## config.mk

```make
export PLATFORM = sky130hd
export DESIGN_NAME = ps2_rx_fifo_flat
export DESIGN_NICKNAME = d
export VERILOG_FILES = /design/src/rtl/ps2_rx_fifo_if.sv /design/src/rtl/ps2_rx_fifo.sv /design/src/flat_wrapper.sv
export SDC_FILE = /design/constraint.sdc
export NUM_CORES = 1
export LEC_CHECK = 0
export ABC_AREA = 1
export CAP_MARGIN = 20
export CORE_ASPECT_RATIO = 1.1
export CORE_UTILIZATION = 60
export CTS_BUF_LIST = sky130_fd_sc_hd__clkbuf_2
export DETAILED_ROUTE_END_ITERATION = 8
export GPL_TIMING_DRIVEN = 1
export PLACE_DENSITY = 0.8
export SYNTH_ARGS = -nofsm -noshare
export SYNTH_HDL_FRONTEND = slang
export SYNTH_SLANG_ARGS = --single-unit
```

## constraint.sdc

```tcl
create_clock -name clk_i -period 3.1 [get_ports clk_i]
set_input_delay 0.31 -clock clk_i [delete_from_list [all_inputs] [get_ports clk_i]]
set_output_delay 0.31 -clock clk_i [all_outputs]
set_load 0.02 [all_outputs]
```

## src/rtl/ps2_rx_fifo_if.sv

```systemverilog
// Consumer-side bundle for the PS/2 receiver: FIFO head entry, handshake,
// occupancy and error pulses. The receiver uses the master view and the
// keypad/calculator logic uses the slave view.
interface ps2_rx_fifo_if #(
  parameter int FIFO_DEPTH = 4
);
  localparam int LVL_W = $clog2(FIFO_DEPTH + 1);

  logic [7:0]       code_o;
  logic             ext_o;
  logic             brk_o;
  logic             valid_o;
  logic             ready_i;
  logic [LVL_W-1:0] level_o;
  logic [2:0]       err_o;

  modport master (
    output code_o, ext_o, brk_o, valid_o, level_o, err_o,
    input  ready_i
  );

  modport slave (
    input  code_o, ext_o, brk_o, valid_o, level_o, err_o,
    output ready_i
  );
endinterface

```

## src/rtl/ps2_rx_fifo.sv

```systemverilog
// PS/2 keyboard receiver with scancode FIFO.
// Synchronises the PS/2 lines, deserialises 11-bit frames, checks parity and
// stop bit, aborts stalled frames, folds E0/F0 prefixes into ext/brk flags and
// queues {ext, brk, code} entries behind a first-word-fall-through FIFO.
// Optional macro PS2_RX_TYPEMATIC_FILTER_EN drops auto-repeated make codes.
module ps2_rx_fifo #(
  parameter int FIFO_DEPTH  = 4,
  parameter int SYNC_STAGES = 2,
  parameter int TIMEOUT_CYC = 1000,
  parameter int PARITY_ODD  = 0
) (
  input  logic          clk_i,
  input  logic          rst_i,
  input  logic          ps2_clk_i,
  input  logic          ps2_data_i,
  ps2_rx_fifo_if.master bus
);

  localparam int PTR_W = (FIFO_DEPTH > 1) ? $clog2(FIFO_DEPTH) : 1;
  localparam int LVL_W = $clog2(FIFO_DEPTH + 1);
  localparam int TMO_W = $clog2(TIMEOUT_CYC + 1);
  localparam logic [TMO_W-1:0] TMO_LAST = TMO_W'(TIMEOUT_CYC - 1);
  localparam logic [LVL_W-1:0] LVL_FULL = LVL_W'(FIFO_DEPTH);

  typedef enum logic [1:0] {IDLE, DATA, PARITY, STOP} state_t;

  state_t                 state_q, state_d;
  logic [SYNC_STAGES-1:0] clk_sync_q, clk_sync_d;
  logic [SYNC_STAGES-1:0] data_sync_q, data_sync_d;
  logic                   prev_clk_q, prev_clk_d;
  logic [2:0]             bit_cnt_q, bit_cnt_d;
  logic [7:0]             shift_q, shift_d;
  logic                   par_q, par_d;
  logic [TMO_W-1:0]       tmo_q, tmo_d;
  logic                   ext_pend_q, ext_pend_d;
  logic                   brk_pend_q, brk_pend_d;
  logic [2:0]             err_q, err_d;
  logic [PTR_W-1:0]       wr_ptr_q, wr_ptr_d;
  logic [PTR_W-1:0]       rd_ptr_q, rd_ptr_d;
  logic [LVL_W-1:0]       count_q, count_d;
  logic [9:0]             mem_q [FIFO_DEPTH];
  logic [9:0]             mem_d [FIFO_DEPTH];

  logic ps2_clk_s, ps2_data_s, strobe;
  logic cand, push_req, rep_drop, par_err, frm_err;
  logic valid, pop, do_push, overflow;
  logic [9:0] head;

  // Shift the raw PS/2 lines through the synchronisers and detect falling edges
  always_comb begin
    clk_sync_d  = {clk_sync_q[SYNC_STAGES-2:0], ps2_clk_i};
    data_sync_d = {data_sync_q[SYNC_STAGES-2:0], ps2_data_i};
    ps2_clk_s   = clk_sync_q[SYNC_STAGES-1];
    ps2_data_s  = data_sync_q[SYNC_STAGES-1];
    prev_clk_d  = ps2_clk_s;
    strobe      = !ps2_clk_s && prev_clk_q;
  end

  // Frame FSM: deserialise, check the frame, abort on stall, track prefixes
  always_comb begin
    state_d    = state_q;
    bit_cnt_d  = bit_cnt_q;
    shift_d    = shift_q;
    par_d      = par_q;
    tmo_d      = '0;
    ext_pend_d = ext_pend_q;
    brk_pend_d = brk_pend_q;
    cand       = 1'b0;
    par_err    = 1'b0;
    frm_err    = 1'b0;
    unique case (state_q)
      IDLE: begin
        if (strobe && !ps2_data_s) begin
          bit_cnt_d = '0;
          state_d   = DATA;
        end
      end
      DATA: begin
        if (strobe) begin
          shift_d   = {ps2_data_s, shift_q[7:1]};
          bit_cnt_d = bit_cnt_q + 3'd1;
          if (bit_cnt_q == 3'd7) state_d = PARITY;
        end
      end
      PARITY: begin
        if (strobe) begin
          par_d   = ps2_data_s;
          state_d = STOP;
        end
      end
      STOP: begin
        if (strobe) begin
          state_d = IDLE;
          if (!ps2_data_s) begin
            frm_err = 1'b1;
          end else if (par_q != ((^shift_q) ^ (PARITY_ODD != 0))) begin
            par_err = 1'b1;
          end else if (shift_q == 8'hE0) begin
            ext_pend_d = 1'b1;
          end else if (shift_q == 8'hF0) begin
            brk_pend_d = 1'b1;
          end else begin
            cand       = 1'b1;
            ext_pend_d = 1'b0;
            brk_pend_d = 1'b0;
          end
        end
      end
      default: state_d = IDLE;
    endcase
    if (state_q != IDLE && !strobe) begin
      if (tmo_q == TMO_LAST) begin
        state_d = IDLE;
        frm_err = 1'b1;
      end else begin
        tmo_d = tmo_q + TMO_W'(1);
      end
    end
    if (par_err || frm_err) begin
      ext_pend_d = 1'b0;
      brk_pend_d = 1'b0;
    end
  end

  assign push_req = cand && !rep_drop;

`ifdef PS2_RX_TYPEMATIC_FILTER_EN
  logic       last_vld_q, last_vld_d;
  logic [8:0] last_q, last_d;

  assign rep_drop = !brk_pend_q && last_vld_q && (last_q == {ext_pend_q, shift_q});

  // Remember the last pushed make code; forget it on its break or on any error
  always_comb begin
    last_vld_d = last_vld_q;
    last_d     = last_q;
    if (par_err || frm_err || overflow) begin
      last_vld_d = 1'b0;
    end else if (push_req) begin
      if (brk_pend_q) begin
        if (last_vld_q && last_q == {ext_pend_q, shift_q}) last_vld_d = 1'b0;
      end else begin
        last_vld_d = 1'b1;
        last_d     = {ext_pend_q, shift_q};
      end
    end
  end

  // Repeat-filter state register
  always_ff @(posedge clk_i) begin
    if (rst_i) begin
      last_vld_q <= 1'b0;
      last_q     <= '0;
    end else begin
      last_vld_q <= last_vld_d;
      last_q     <= last_d;
    end
  end
`else
  assign rep_drop = 1'b0;
`endif

  // FIFO bookkeeping: pop on handshake, push unless full without a pop
  always_comb begin
    valid    = (count_q != '0);
    pop      = valid && bus.ready_i;
    do_push  = push_req && ((count_q != LVL_FULL) || pop);
    overflow = push_req && (count_q == LVL_FULL) && !pop;
    wr_ptr_d = wr_ptr_q;
    rd_ptr_d = rd_ptr_q;
    count_d  = count_q;
    mem_d    = mem_q;
    if (do_push) begin
      mem_d[wr_ptr_q] = {ext_pend_q, brk_pend_q, shift_q};
      wr_ptr_d        = wr_ptr_q + PTR_W'(1);
    end
    if (pop) rd_ptr_d = rd_ptr_q + PTR_W'(1);
    if (do_push && !pop) count_d = count_q + LVL_W'(1);
    else if (pop && !do_push) count_d = count_q - LVL_W'(1);
    err_d = {overflow, frm_err, par_err};
    head  = mem_q[rd_ptr_q];
  end

  // State, synchroniser and FIFO control registers
  always_ff @(posedge clk_i) begin
    if (rst_i) begin
      state_q     <= IDLE;
      clk_sync_q  <= '1;
      data_sync_q <= '1;
      prev_clk_q  <= 1'b1;
      bit_cnt_q   <= '0;
      shift_q     <= '0;
      par_q       <= 1'b0;
      tmo_q       <= '0;
      ext_pend_q  <= 1'b0;
      brk_pend_q  <= 1'b0;
      err_q       <= '0;
      wr_ptr_q    <= '0;
      rd_ptr_q    <= '0;
      count_q     <= '0;
    end else begin
      state_q     <= state_d;
      clk_sync_q  <= clk_sync_d;
      data_sync_q <= data_sync_d;
      prev_clk_q  <= prev_clk_d;
      bit_cnt_q   <= bit_cnt_d;
      shift_q     <= shift_d;
      par_q       <= par_d;
      tmo_q       <= tmo_d;
      ext_pend_q  <= ext_pend_d;
      brk_pend_q  <= brk_pend_d;
      err_q       <= err_d;
      wr_ptr_q    <= wr_ptr_d;
      rd_ptr_q    <= rd_ptr_d;
      count_q     <= count_d;
    end
  end

  // FIFO storage; contents are only visible while the entry is valid
  always_ff @(posedge clk_i) begin
    mem_q <= mem_d;
  end

  assign bus.valid_o = valid;
  assign bus.code_o  = valid ? head[7:0] : 8'h00;
  assign bus.brk_o   = valid && head[8];
  assign bus.ext_o   = valid && head[9];
  assign bus.level_o = count_q;
  assign bus.err_o   = err_q;

endmodule

```

## src/flat_wrapper.sv

```systemverilog
// flat-port wrapper written by rule: the top's interface ports become plain ports
module ps2_rx_fifo_flat 
#(
  parameter int FIFO_DEPTH  = 4,
  parameter int SYNC_STAGES = 2,
  parameter int TIMEOUT_CYC = 1000,
  parameter int PARITY_ODD  = 0
)
  (clk_i, rst_i, ps2_clk_i, ps2_data_i, bus_code_o, bus_ext_o, bus_brk_o, bus_valid_o, bus_level_o, bus_err_o, bus_ready_i);
  ps2_rx_fifo_if #(.FIFO_DEPTH(FIFO_DEPTH)) bus_i ();
  input  logic clk_i;
  input  logic rst_i;
  input  logic ps2_clk_i;
  input  logic ps2_data_i;
  output wire logic [$bits(bus_i.code_o)-1:0] bus_code_o;
  output wire logic [$bits(bus_i.ext_o)-1:0] bus_ext_o;
  output wire logic [$bits(bus_i.brk_o)-1:0] bus_brk_o;
  output wire logic [$bits(bus_i.valid_o)-1:0] bus_valid_o;
  output wire logic [$bits(bus_i.level_o)-1:0] bus_level_o;
  output wire logic [$bits(bus_i.err_o)-1:0] bus_err_o;
  input wire logic [$bits(bus_i.ready_i)-1:0] bus_ready_i;
  assign bus_code_o = bus_i.code_o;
  assign bus_ext_o = bus_i.ext_o;
  assign bus_brk_o = bus_i.brk_o;
  assign bus_valid_o = bus_i.valid_o;
  assign bus_level_o = bus_i.level_o;
  assign bus_err_o = bus_i.err_o;
  assign bus_i.ready_i = bus_ready_i;
  ps2_rx_fifo #(.FIFO_DEPTH(FIFO_DEPTH), .SYNC_STAGES(SYNC_STAGES), .TIMEOUT_CYC(TIMEOUT_CYC), .PARITY_ODD(PARITY_ODD)) u_core (.clk_i(clk_i), .rst_i(rst_i), .ps2_clk_i(ps2_clk_i), .ps2_data_i(ps2_data_i), .bus(bus_i));
endmodule
```

==> metrics, run 1 <==
count of unresolved DRC violations after routing=0; number of setup buffers added after CTS=0; relative max-transition margin=0.639; count of pins on the block boundary=22; number of setup violations in the final report=0; crit path DAT=2.43 ns; placed cell areas=3830 µm²; startpoint kind of the worst setup timing path=flip-flop; DPL Wire Length=4330 µm; # Max-Cap Violations=0; layout cell share with drive strength beyond 1=0.112; core occupancy in the finished layout=0.719; final max-slew violation count=0; worst setup path category=flip-flop to output port; TritonCTS clock tree=yes; synthesized area=3540 µm²; number of nets with antenna violations after detailed routing=0; row cnt=28; result of the run=finished clean; die outline area=6210 µm²; global-route wire length before repair=10,400 µm; Port-buffer cells=21; largest voltage drop on the vdd net=0.377 mV; leakage dissipation=1.47 nW; actual slew at the worst max-slew pin=0.541 ns; total length of routed wires=6360 µm; Hold Crit Class=primary input to flip-flop; Final #Nets=424; Overflow after GRT=0; finished layout cell area=3980 µm²; maximum number of pins on one net before global-route repair=22; count of yosys warnings during synthesis=0; overall via count from detail_route=2,526; setup repair after global routing missed its margin=no; via count of the first global-routing pass=2,394; areal power density over the cells=659 nW/µm²; detailed-router iteration count before antenna repair=4; Max Clock Skew=0.0334 ns; filler instances=457; count of final hold-check violations=0; final worst path period need=2.74 ns; overall global routing resource usage=0.231; Critical Path End Type=output port; deepest level of the CTS H-tree=3; Initial Util=0.639; commonest cells after routing, fill and taps aside=sky130_fd_sc_hd__nor2_1 (77), sky130_fd_sc_hd__dfxtp_1 (40), sky130_fd_sc_hd__edfxtp_1 (40); root buffer cell=sky130_fd_sc_hd__clkbuf_2; die outline width=75.2 µm; number of antenna violations at the first check in global routing=0; syn nets=396; Tcrit/Tclk final=0.884; Chip Height=82.5 µm; vias per std cell=5.21; most frequent standard cell in the layout excluding fill and tap cells=sky130_fd_sc_hd__nor2_1; DRC marker count from the first detailed-route iteration=161; cts bufs inserted=9; required time of the critical path=2.79 ns; core region area=5540 µm²; Antenna diodes=0; clock transition at the register clock pins on the worst setup and hold paths after CTS=0.23 ns; Total Neg Setup Slack=0 ns; TritonCTS Sinks=81; flip-flop and latch count after synthesis=81; Synth-to-Final Area Change=12.5%; Wirelength per Cell=13.1 µm; clock buffer depth=2; Pwr Total=2.62 mW; insertion delay to the later sink of the worst-skew pair=0.53 ns; library cells used by synthesis=34; cells after synthesis=377; Mapped Avg Cell Area=9.38 µm²; top fanout value on the critical path=21; post-synthesis sequential area ratio=0.572; routability congestion estimate from global placement=0.823; max frequency=0.365 GHz
where the power goes:
part / switching, mW / internal (mW) / leakage [nW]
Sequential: 0.0392 / 1.14 / 0.646
Combinational: 0.474 / 0.337 / 0.750
Clock: 0.356 / 0.272 / 0.0748
worst max-delay path, cell delays in order, from the launching register on:
cell	delay [ns]
sky130_fd_sc_hd__dfxtp_1	0.43
sky130_fd_sc_hd__inv_1	0.44
sky130_fd_sc_hd__o21ai_0	0.20
sky130_fd_sc_hd__a21oi_1	0.20
sky130_fd_sc_hd__clkdlybuf4s50_1	0.63
metal layers:
metal  wire length, µm  track usage  vias up
met5                 0            0        -
met4                88       0.0981        0
met3               186       0.0510        9
met2              3240        0.416       40
met1              2840        0.262     1170
li1                  -            -     1307
sequential cells by signal, summed over array words and instances (netlist names):
| register | count |
|---|---|
| u_core.bit_cnt_q | 3 |
| u_core.state_q | 2 |
| u_core.prev_clk_q | 1 |
| u_core.data_sync_q | 2 |
| u_core.brk_pend_q | 1 |
| u_core.ext_pend_q | 1 |
| u_core.bus.err_o | 3 |
| u_core.clk_sync_q | 2 |
| u_core.wr_ptr_q | 2 |
| u_core.bus.level_o | 3 |
| u_core.mem_q | 40 |
| u_core.par_q | 1 |
| u_core.tmo_q | 10 |
| u_core.shift_q | 8 |
| u_core.rd_ptr_q | 2 |
through the flow:
step	setup slack, ns	std cells	hold slack (ns)
CTS	0.132	485	0.308
detailed placement	0.522	469	0.399
floorplan	0.774	377	0.389
global route	0.174	485	0.326
finish	0.359	485	0.347
global placement	0.628	469	0.394
worst paths after layout:
check                                          start                     to  slack, ns  cells past startpoint
worst max-delay path              u_core.rd_ptr_q[0]          bus_code_o[4]       0.36                      4
worst min-delay path                      ps2_data_i  u_core.data_sync_q[0]       0.35                      2
worst max register to register     u_core.shift_q[2]  u_core.bus.level_o[2]       0.50                     15
worst min register to register  u_core.clk_sync_q[0]   u_core.clk_sync_q[1]       0.44                      1
cell usage after synthesis, drive strengths merged:
library cell,number,area (µm²)
inv,41,154
a32oi,1,8.76
buf,4,28.8
ha,13,163
nand3,12,87.6
a211oi,1,7.51
fa,1,20.0
nor3b,1,7.51
or2,6,37.5
a31oi,1,6.26
nor2,81,338
dfxtp,41,821
a311oi,1,8.76
edfxtp,40,1200
clkbuf,6,22.5
o21ai,36,180
a21oi,30,150
nand4,3,18.8
xnor2,1,8.76
o21a,1,7.51
nor3,8,40.0
nand2,45,194
xor2,3,26.3
cell type report:
cell class | instances | area (µm²) | area share
clock buffers | 10 | 50.0 | 0.0126
multi-input cells | 245 | 1310 | 0.329
well taps | 75 | 93.8 | 0.0236
inverters | 41 | 154 | 0.0387
clock inverters | 6 | 91.3 | 0.0230
repair buffers | 27 | 255 | 0.0642
flip-flops and latches | 81 | 2020 | 0.509
logic make-up after synthesis:
family                   Yosys count  share of synthesized area
AND/OR/NAND/NOR                  156                      0.204
adder cells (fa/ha/maj)           14                     0.0516
XOR/XNOR                           4                    0.00991
flip-flops                        81                      0.572
buffers and inverters             51                     0.0580
AO/OA/AOI/OAI                     71                      0.104
what timing repair did:
item,in CTS,in global routing
setup endpoints to repair,0,5
gates resized for setup,0,1
hold buffers,0,0
Note: power is estimated with default switching activity, not from simulation.
==> inputs of run 2 (changes only) <==
--- a/config.mk
+++ b/config.mk
@@ -13,6 +13,7 @@
 export DETAILED_ROUTE_END_ITERATION = 8
 export GPL_TIMING_DRIVEN = 1
 export PLACE_DENSITY = 0.8
+export REMOVE_ABC_BUFFERS = 1
 export SYNTH_ARGS = -nofsm -noshare
 export SYNTH_HDL_FRONTEND = slang
 export SYNTH_SLANG_ARGS = --single-unit
==> metrics, run 2 (synthesized netlist as in run 1, its figures left out) <==
overall global routing resource usage=0.228; detailed-router iteration count before antenna repair=4; worst setup path category=flip-flop to output port; Antenna diodes=0; commonest cells after routing, fill and taps aside=sky130_fd_sc_hd__nor2_1 (77), sky130_fd_sc_hd__dfxtp_1 (41), sky130_fd_sc_hd__edfxtp_1 (40); dpl ws=0.545 ns; filler instances=429; total length of routed wires=6040 µm; largest voltage drop on the vdd net=0.448 mV; final max-slew violation count=0; Total Neg Setup Slack=0 ns; largest registers ranked by flip-flop count=u_core.mem_q: 40 flops, u_core.tmo_q: 10 flops, u_core.shift_q: 8 flops; leakage dissipation=1.46 nW; required time of the critical path=2.79 ns; cts bufs inserted=9; number of setup violations in the final report=0; core region area=5540 µm²; maximum number of pins on one net before global-route repair=22; Chip Height=82.5 µm; worst-case hold path end point=u_core.data_sync_q[0]; hold-fix buffers at CTS=0; final worst path period need=2.88 ns; Hold Crit Class=primary input to flip-flop; deepest level of the CTS H-tree=3; result of the run=finished clean; global-route wire length before repair=10,400 µm; most frequent standard cell in the layout excluding fill and tap cells=sky130_fd_sc_hd__nor2_1; count of pins on the block boundary=22; setup repair after global routing missed its margin=no; register with the most flip-flops=u_core.mem_q; actual slew at the worst max-slew pin=0.550 ns; count of unresolved DRC violations after routing=0; Tcrit/Tclk final=0.929; top fanout value on the critical path=12; flip-flop count of the largest register, all copies and words added=40; DRC marker count from the first detailed-route iteration=90; vias per std cell=5.19; Port-buffer cells=21; Final #Nets=424; max frequency=0.347 GHz; routability congestion estimate from global placement=0.839; Wirelength per Cell=12.5 µm; Synth-to-Final Area Change=11.6%; number of setup buffers added after CTS=0; TritonCTS clock tree=yes; row cnt=28; Max Clock Skew=0.0201 ns; setup ws final=0.220 ns; Initial Util=0.639; TritonCTS Sinks=81; overall via count from detail_route=2,518; count of cells along the worst register-to-register path=18; layout cell share with drive strength beyond 1=0.110; number of nets with antenna violations after detailed routing=0; via count of the first global-routing pass=2,416; r2r endpoint=u_core.bus.level_o[2]; root buffer cell=sky130_fd_sc_hd__clkbuf_2; clock transition at the register clock pins on the worst setup and hold paths after CTS=0.20 ns; insertion delay to the later sink of the worst-skew pair=0.51 ns; number of antenna violations at the first check in global routing=0; hold path start=ps2_data_i; launch instance of the worst register-to-register path=u_core.shift_q[6]; die outline width=75.2 µm; total of cells resized after clock tree synthesis=0; Critical Path End Type=output port; crit path DAT=2.57 ns; Overflow after GRT=0; count of final hold-check violations=0; die outline area=6210 µm²; clock buffer depth=2; minimum setup slack among reg-to-reg paths=0.51 ns; number of cells on the worst hold path=2; areal power density over the cells=638 nW/µm²; startpoint kind of the worst setup timing path=flip-flop; # Max-Cap Violations=0; DPL Wire Length=4180 µm; relative max-transition margin=0.633
## run 2: cell type report
type / instances / area (µm²) / area share
clock inverter: 5 / 57.6 / 0.0146
inverter: 41 / 154 / 0.0390
clock buffer: 11 / 55.1 / 0.0139
tap: 75 / 93.8 / 0.0238
timing repair buffer: 27 / 255 / 0.0647
sequential: 81 / 2020 / 0.512
multi-input combinational: 245 / 1310 / 0.332
## run 2: stage by stage
step | power (mW) | util | instance area, µm² | hold slack (ns) | std cells
detailed placement | 2.02 | 0.693 | 3830 | 0.397 | 469
finish | 2.52 | 0.713 | 3950 | 0.374 | 485
CTS | 2.54 | 0.713 | 3950 | 0.344 | 485
global placement | 2.00 | 0.693 | 3830 | 0.393 | 469
floorplan | 1.64 | - | 3490 | 0.377 | 367
global route | 2.65 | 0.713 | 3950 | 0.354 | 485
## run 2: power by group
group	switching, mW	total [mW]	internal [mW]
registers	0.0314	1.17	1.14
clock network	0.339	0.530	0.191
logic	0.477	0.814	0.337
## run 2: how the worst max path moves through the flow
| stage | from | to | cells past startpoint |
|---|---|---|---|
| 6_report | u_core.rd_ptr_q[1] | bus_code_o[2] | 5 |
| 5_1_grt | u_core.rd_ptr_q[1] | bus_brk_o | 5 |
| 4_1_cts | u_core.rd_ptr_q[1] | bus_code_o[2] | 5 |
| 3_5_place_dp | u_core.shift_q[0] | u_core.bus.level_o[2] | 15 |
| 3_3_place_gp | u_core.shift_q[0] | u_core.bus.level_o[2] | 15 |
| 2_1_floorplan | u_core.shift_q[0] | u_core.bus.level_o[2] | 15 |
## run 2: worst max-delay path, stage by stage (launching register included)
cell	delay, ns
sky130_fd_sc_hd__dfxtp_1	0.65
sky130_fd_sc_hd__inv_1	0.34
sky130_fd_sc_hd__nor2_1	0.18
sky130_fd_sc_hd__o21ai_0	0.10
sky130_fd_sc_hd__a21oi_1	0.17
sky130_fd_sc_hd__clkdlybuf4s50_1	0.63
## run 2: per-layer routing
metal  up-vias  track usage  wire [µm]
li1       1311            -          -
met1      1146        0.255       2600
met2        51        0.406       3070
met3        10       0.0437        265
met4         0        0.124        112
met5         -            0          0
==> inputs of run 3 (changes only) <==
--- a/config.mk
+++ b/config.mk
@@ -17,3 +17,4 @@
 export SYNTH_ARGS = -nofsm -noshare
 export SYNTH_HDL_FRONTEND = slang
 export SYNTH_SLANG_ARGS = --single-unit
+export TNS_END_PERCENT = 10
==> results of run 3 <==
No change in the layout: final DEF, timing and power equal those of run 2.
==> edit 1 (flow settings as in run 3) <==
`PARITY_ODD` is set to 0 in 2 places; all go to 1.
--- a/src/rtl/ps2_rx_fifo.sv
+++ b/src/rtl/ps2_rx_fifo.sv
@@ -9,3 +9,3 @@
   parameter int TIMEOUT_CYC = 1000,
-  parameter int PARITY_ODD  = 0
+  parameter int PARITY_ODD  = 1
 ) (
--- a/src/flat_wrapper.sv
+++ b/src/flat_wrapper.sv
@@ -6,3 +6,3 @@
   parameter int TIMEOUT_CYC = 1000,
-  parameter int PARITY_ODD  = 0
+  parameter int PARITY_ODD  = 1
 )
Formal check against the unedited RTL: same outputs for any inputs over 10 cycles, from zero or initial values and one cycle with rst_i high; that may be too few to reach the edited logic, so the function may still have changed.
==> edit 1 against run 3 <==
Count of clock-buffer cells in the layout decreased by 2; synthesized area down 0.32%; hold slack got worse by 66 ps; setup slack better by 20 ps; wire length is 4.3% higher; sequential share of layout area is 0.081 points lower; final cell count up 1.2%; synthesized cell count up 0.80%; sequential cell count unchanged; critical path depth is the same; final area up 0.16%; clock power decreased by 9.1%; highest routed layer unchanged; total power is 9.1% lower; critical endpoint unchanged; largest cell class unchanged.
==> edit 1: results (changes against run 3) <==
status=completed; multi-input gates=244 (-0.41%); largest cells by area after synthesis=edfxtp_1 (34%), dfxtp_1 (23%), nor2_1 (8.1%); pre-CTS setup slack=620.5 ps (+75.32 ps); synth unique cells=32 (-5.9%); Syn Area/Cell=9.279 um2 (-1.1%); sequential-to-total area share from yosys stat=57.35% (+0.18 points); detailed-placement wirelength estimate=4443 um (+6.3%); via count of the first global-routing pass=2322 (-3.9%); cell total after placement=475 (+1.3%); Die ar.=6187 um2 (-0.31%); met2 Use GR=39.82% (-0.81 points); Synth Area in Adders=5.181% (+0.016 points); P_leak=1.554 nW (+6.5%); Clk Latency, worst-skew pair=530 ps (+20 ps); vias per cell=5.191 (about the same); largest net degree at the start of global routing=23 (+4.5%); Non-clk bufs=30 (+11%); Non-Filler Instances=491 (+1.2%); Worst path slowest cell=clkdlybuf4s50_1; first-pass GRT wire length=10090 um (-2.5%); worst path arrival time=2550 ps (-20 ps); post-synthesis compound-gate area fraction=10.15% (-0.29 points); Worst VDD drop=0.4762 mV (+6.3%); GPL Wtd Cong=0.8440 (+0.60%); Synth top cells by count=nor2_1 (76), nand2_1 (43), inv_1 (42); Reg clk slew, reported paths=230 ps (+30 ps); Fill cells=452 (+5.4%); Worst Tran Pin Value=567.7 ps (+17.66 ps); Inverters, non-clock=45 (+9.8%)
==> edit 1: critical path, delay by kind of cell (launching register included) <==
family | cells | cell delay (ps)
buffers and inverters | 3 | 1270
AO/OA/AOI/OAI | 2 | 400
flip-flops | 1 | 340
==> edit 1: final timing paths <==
check	startpoint	endpoint	slack (ps)
worst max-delay path	u_core.rd_ptr_q[0]	bus_code_o[2]	240
worst min register to register	u_core.data_sync_q[0]	u_core.data_sync_q[1]	450
worst max register to register	u_core.shift_q[4]	u_core.bus.level_o[2]	570
worst min-delay path	ps2_clk_i	u_core.clk_sync_q[0]	310
==> edit 1: layer usage <==
layer / routed length (um) / share of wire [%]
met4: 104 / 1.7
met3: 264 / 4.2
met1: 2756 / 44
met5: 0 / 0
met2: 3175 / 50
==> edit 1: report_power, final <==
part	switching, mW	internal [mW]
sequential	0.0282	1.14
clock	0.370	0.112
combinational	0.381	0.254
==> edit 2 (config.mk and constraints of run 3) <==
Without the edit above. Encoding of `state_t`: now one-hot (4 bits for 4 states).
--- a/src/rtl/ps2_rx_fifo.sv
+++ b/src/rtl/ps2_rx_fifo.sv
@@ -24,3 +24,3 @@
 
-  typedef enum logic [1:0] {IDLE, DATA, PARITY, STOP} state_t;
+  typedef enum logic [3:0] {IDLE = 4'b0001, DATA = 4'b0010, PARITY = 4'b0100, STOP = 4'b1000} state_t;
 
Formal check against the unedited RTL: no difference found for any inputs over 10 cycles, from zero or initial values and one cycle with rst_i high; not proved beyond that.
==> edit 2 against run 3 <==
Setup slack improved by 250 ps; synthesized area increased by 3.0%; total power increased by 4.7%; die area increased by 2.9%; critical path depth increased by 10; final cell count increased by 3.9%; register-to-register slack got worse by 50 ps; wire length increased by 6.8%; sequential cell count increased by 2; final area increased by 3.3%; critical endpoint is now u_core.bus.level_o[2]; largest cell class unchanged; largest power group unchanged.
==> edit 2: results (changes against run 3) <==
reg2reg setup slack=460 ps (-50 ps); Setup Buffers After CTS=0 (unchanged); PortBufs=21 (unchanged); Synth Area in Adders=5.014% (-0.15 points); gr usage total=22.42% (-0.36 points); cells on worst reg2reg path=15 (-3); Reg clk slew, reported paths=240 ps (+40 ps); post-synthesis mux area share=0% (unchanged); via count of the first global-routing pass=2513 (+4.0%); P_leak=1.521 nW (+4.2%); Hold Crit Class=in -> reg; layout cells sized above 1=11.24% (+0.27 points); met3 GRT Util=3.279% (-1.1 points); Total Wirelength=6449 um (+6.8%); xor and xnor fraction of the mapped netlist area=1.202% (+0.21 points); pre-CTS setup slack=539.0 ps (-6.121 ps); CTS Buffer Depth=2 (unchanged); hold worst-path end=u_core.clk_sync_q[0]; sequential-to-total area share from yosys stat=56.59% (-0.57 points); cell total after placement=488 (+4.1%); DRT iter0 DRCs=114 (+27%); number of CTS-inserted buffers=9 (unchanged); Fin Hold WS=292.6 ps (-81.43 ps); largest net degree at the start of global routing=22 (unchanged); GPL Wtd Cong=0.8750 (+4.3%); EDFF count, synth=40 (unchanged); H-tree level count=3 (unchanged); post-cts resize count=0 (unchanged); post-synthesis compound-gate area fraction=9.444% (-0.99 points); Worst Tran Pin Value=509.3 ps (-40.71 ps); async set-reset flop share out of synthesis=0% (unchanged); Reg-to-Reg Start=u_core.shift_q[2]; Top Registers=u_core.mem_q x40, u_core.tmo_q x10, u_core.shift_q x8; Clock Tree Root=clkbuf_2; Worst VDD drop=0.3675 mV (-18%); Area after DPL=3948 um2 (+2.9%); largest cells by area after synthesis=edfxtp_1 (33%), dfxtp_1 (24%), nor2_1 (7.1%); met2 Use GR=39.64% (-0.99 points); M1 GR Usage=26.35% (+0.85 points); vias per cell=5.272 (+1.5%); Synth top cells by count=nor2_1 (69), nand2_1 (50), dfxtp_1 (43); NetSw=917.2 uW (+8.2%); Worst Clk Skew=29.48 ps (+9.421 ps); worst hold start=ps2_clk_i; worst reg2reg endpoint=u_core.bus.level_o[2]; synth unique cells=34 (unchanged); Cells after Synth=394 (+4.5%); detailed-placement wirelength estimate=4339 um (+3.8%); Primary FF master, synth=dfxtp_1; Clk Latency, worst-skew pair=560 ps (+50 ps); Worst Path Max Fanout=9 (-3); # diodes=0 (unchanged); via count=2657 (+5.5%); Nets=441 (+4.0%); first-pass GRT wire length=11150 um (+7.7%); first-pass iteration count of the detailed router=4 (unchanged); status=completed
-- edit 2: critical path, cell delays in order (launching register included) --
cell and delay (ps):
dfxtp_1 460, inv_1 90, ha_1 330, xor2_1 200
nand3_1 140, nand2_2 140, nand3_4 110, inv_1 80
ha_1 140, inv_1 70, fa_1 390, nor2_1 120
nor2_1 50, nand2_1 70, o21ai_0 70, a21oi_1 130
-- edit 2: layout make-up --
type | count | area, um2
inverter | 44 | 165.2
fill | 433 | 1729
multi-input combinational | 256 | 1361
tap | 77 | 96.34
timing repair buffer | 28 | 262.8
sequential | 83 | 2062
clock buffer | 9 | 45.04
clock inverter | 7 | 83.83
-- edit 2: how the worst max path moves through the flow --
stage,from,endpoint,slack (ps),cells after the start
2_1_floorplan,u_core.shift_q[0],u_core.bus.level_o[2],780,15
3_3_place_gp,u_core.shift_q[0],u_core.bus.level_o[2],650,15
3_5_place_dp,u_core.shift_q[1],u_core.bus.level_o[2],540,15
4_1_cts,u_core.rd_ptr_q[0],bus_code_o[7],460,4
5_1_grt,u_core.shift_q[1],u_core.bus.level_o[2],210,15
6_report,u_core.shift_q[2],u_core.bus.level_o[2],460,15
-- edit 2: power groups by stage --
stage | logic (mW) | clock network (mW) | registers (mW)
floorplan | 0.410 | 0 | 1.26
global placement | 0.815 | 0 | 1.22
detailed placement | 0.835 | 0 | 1.22
CTS | 0.838 | 0.613 | 1.19
global route | 0.908 | 0.656 | 1.20
finish | 0.836 | 0.604 | 1.19
-- edit 2: layer usage --
layer	share of wire [%]	up-vias
met2	51	44
met1	44	1234
met4	2.1	0
met5	0	-
met3	3.0	13
li1	-	1366
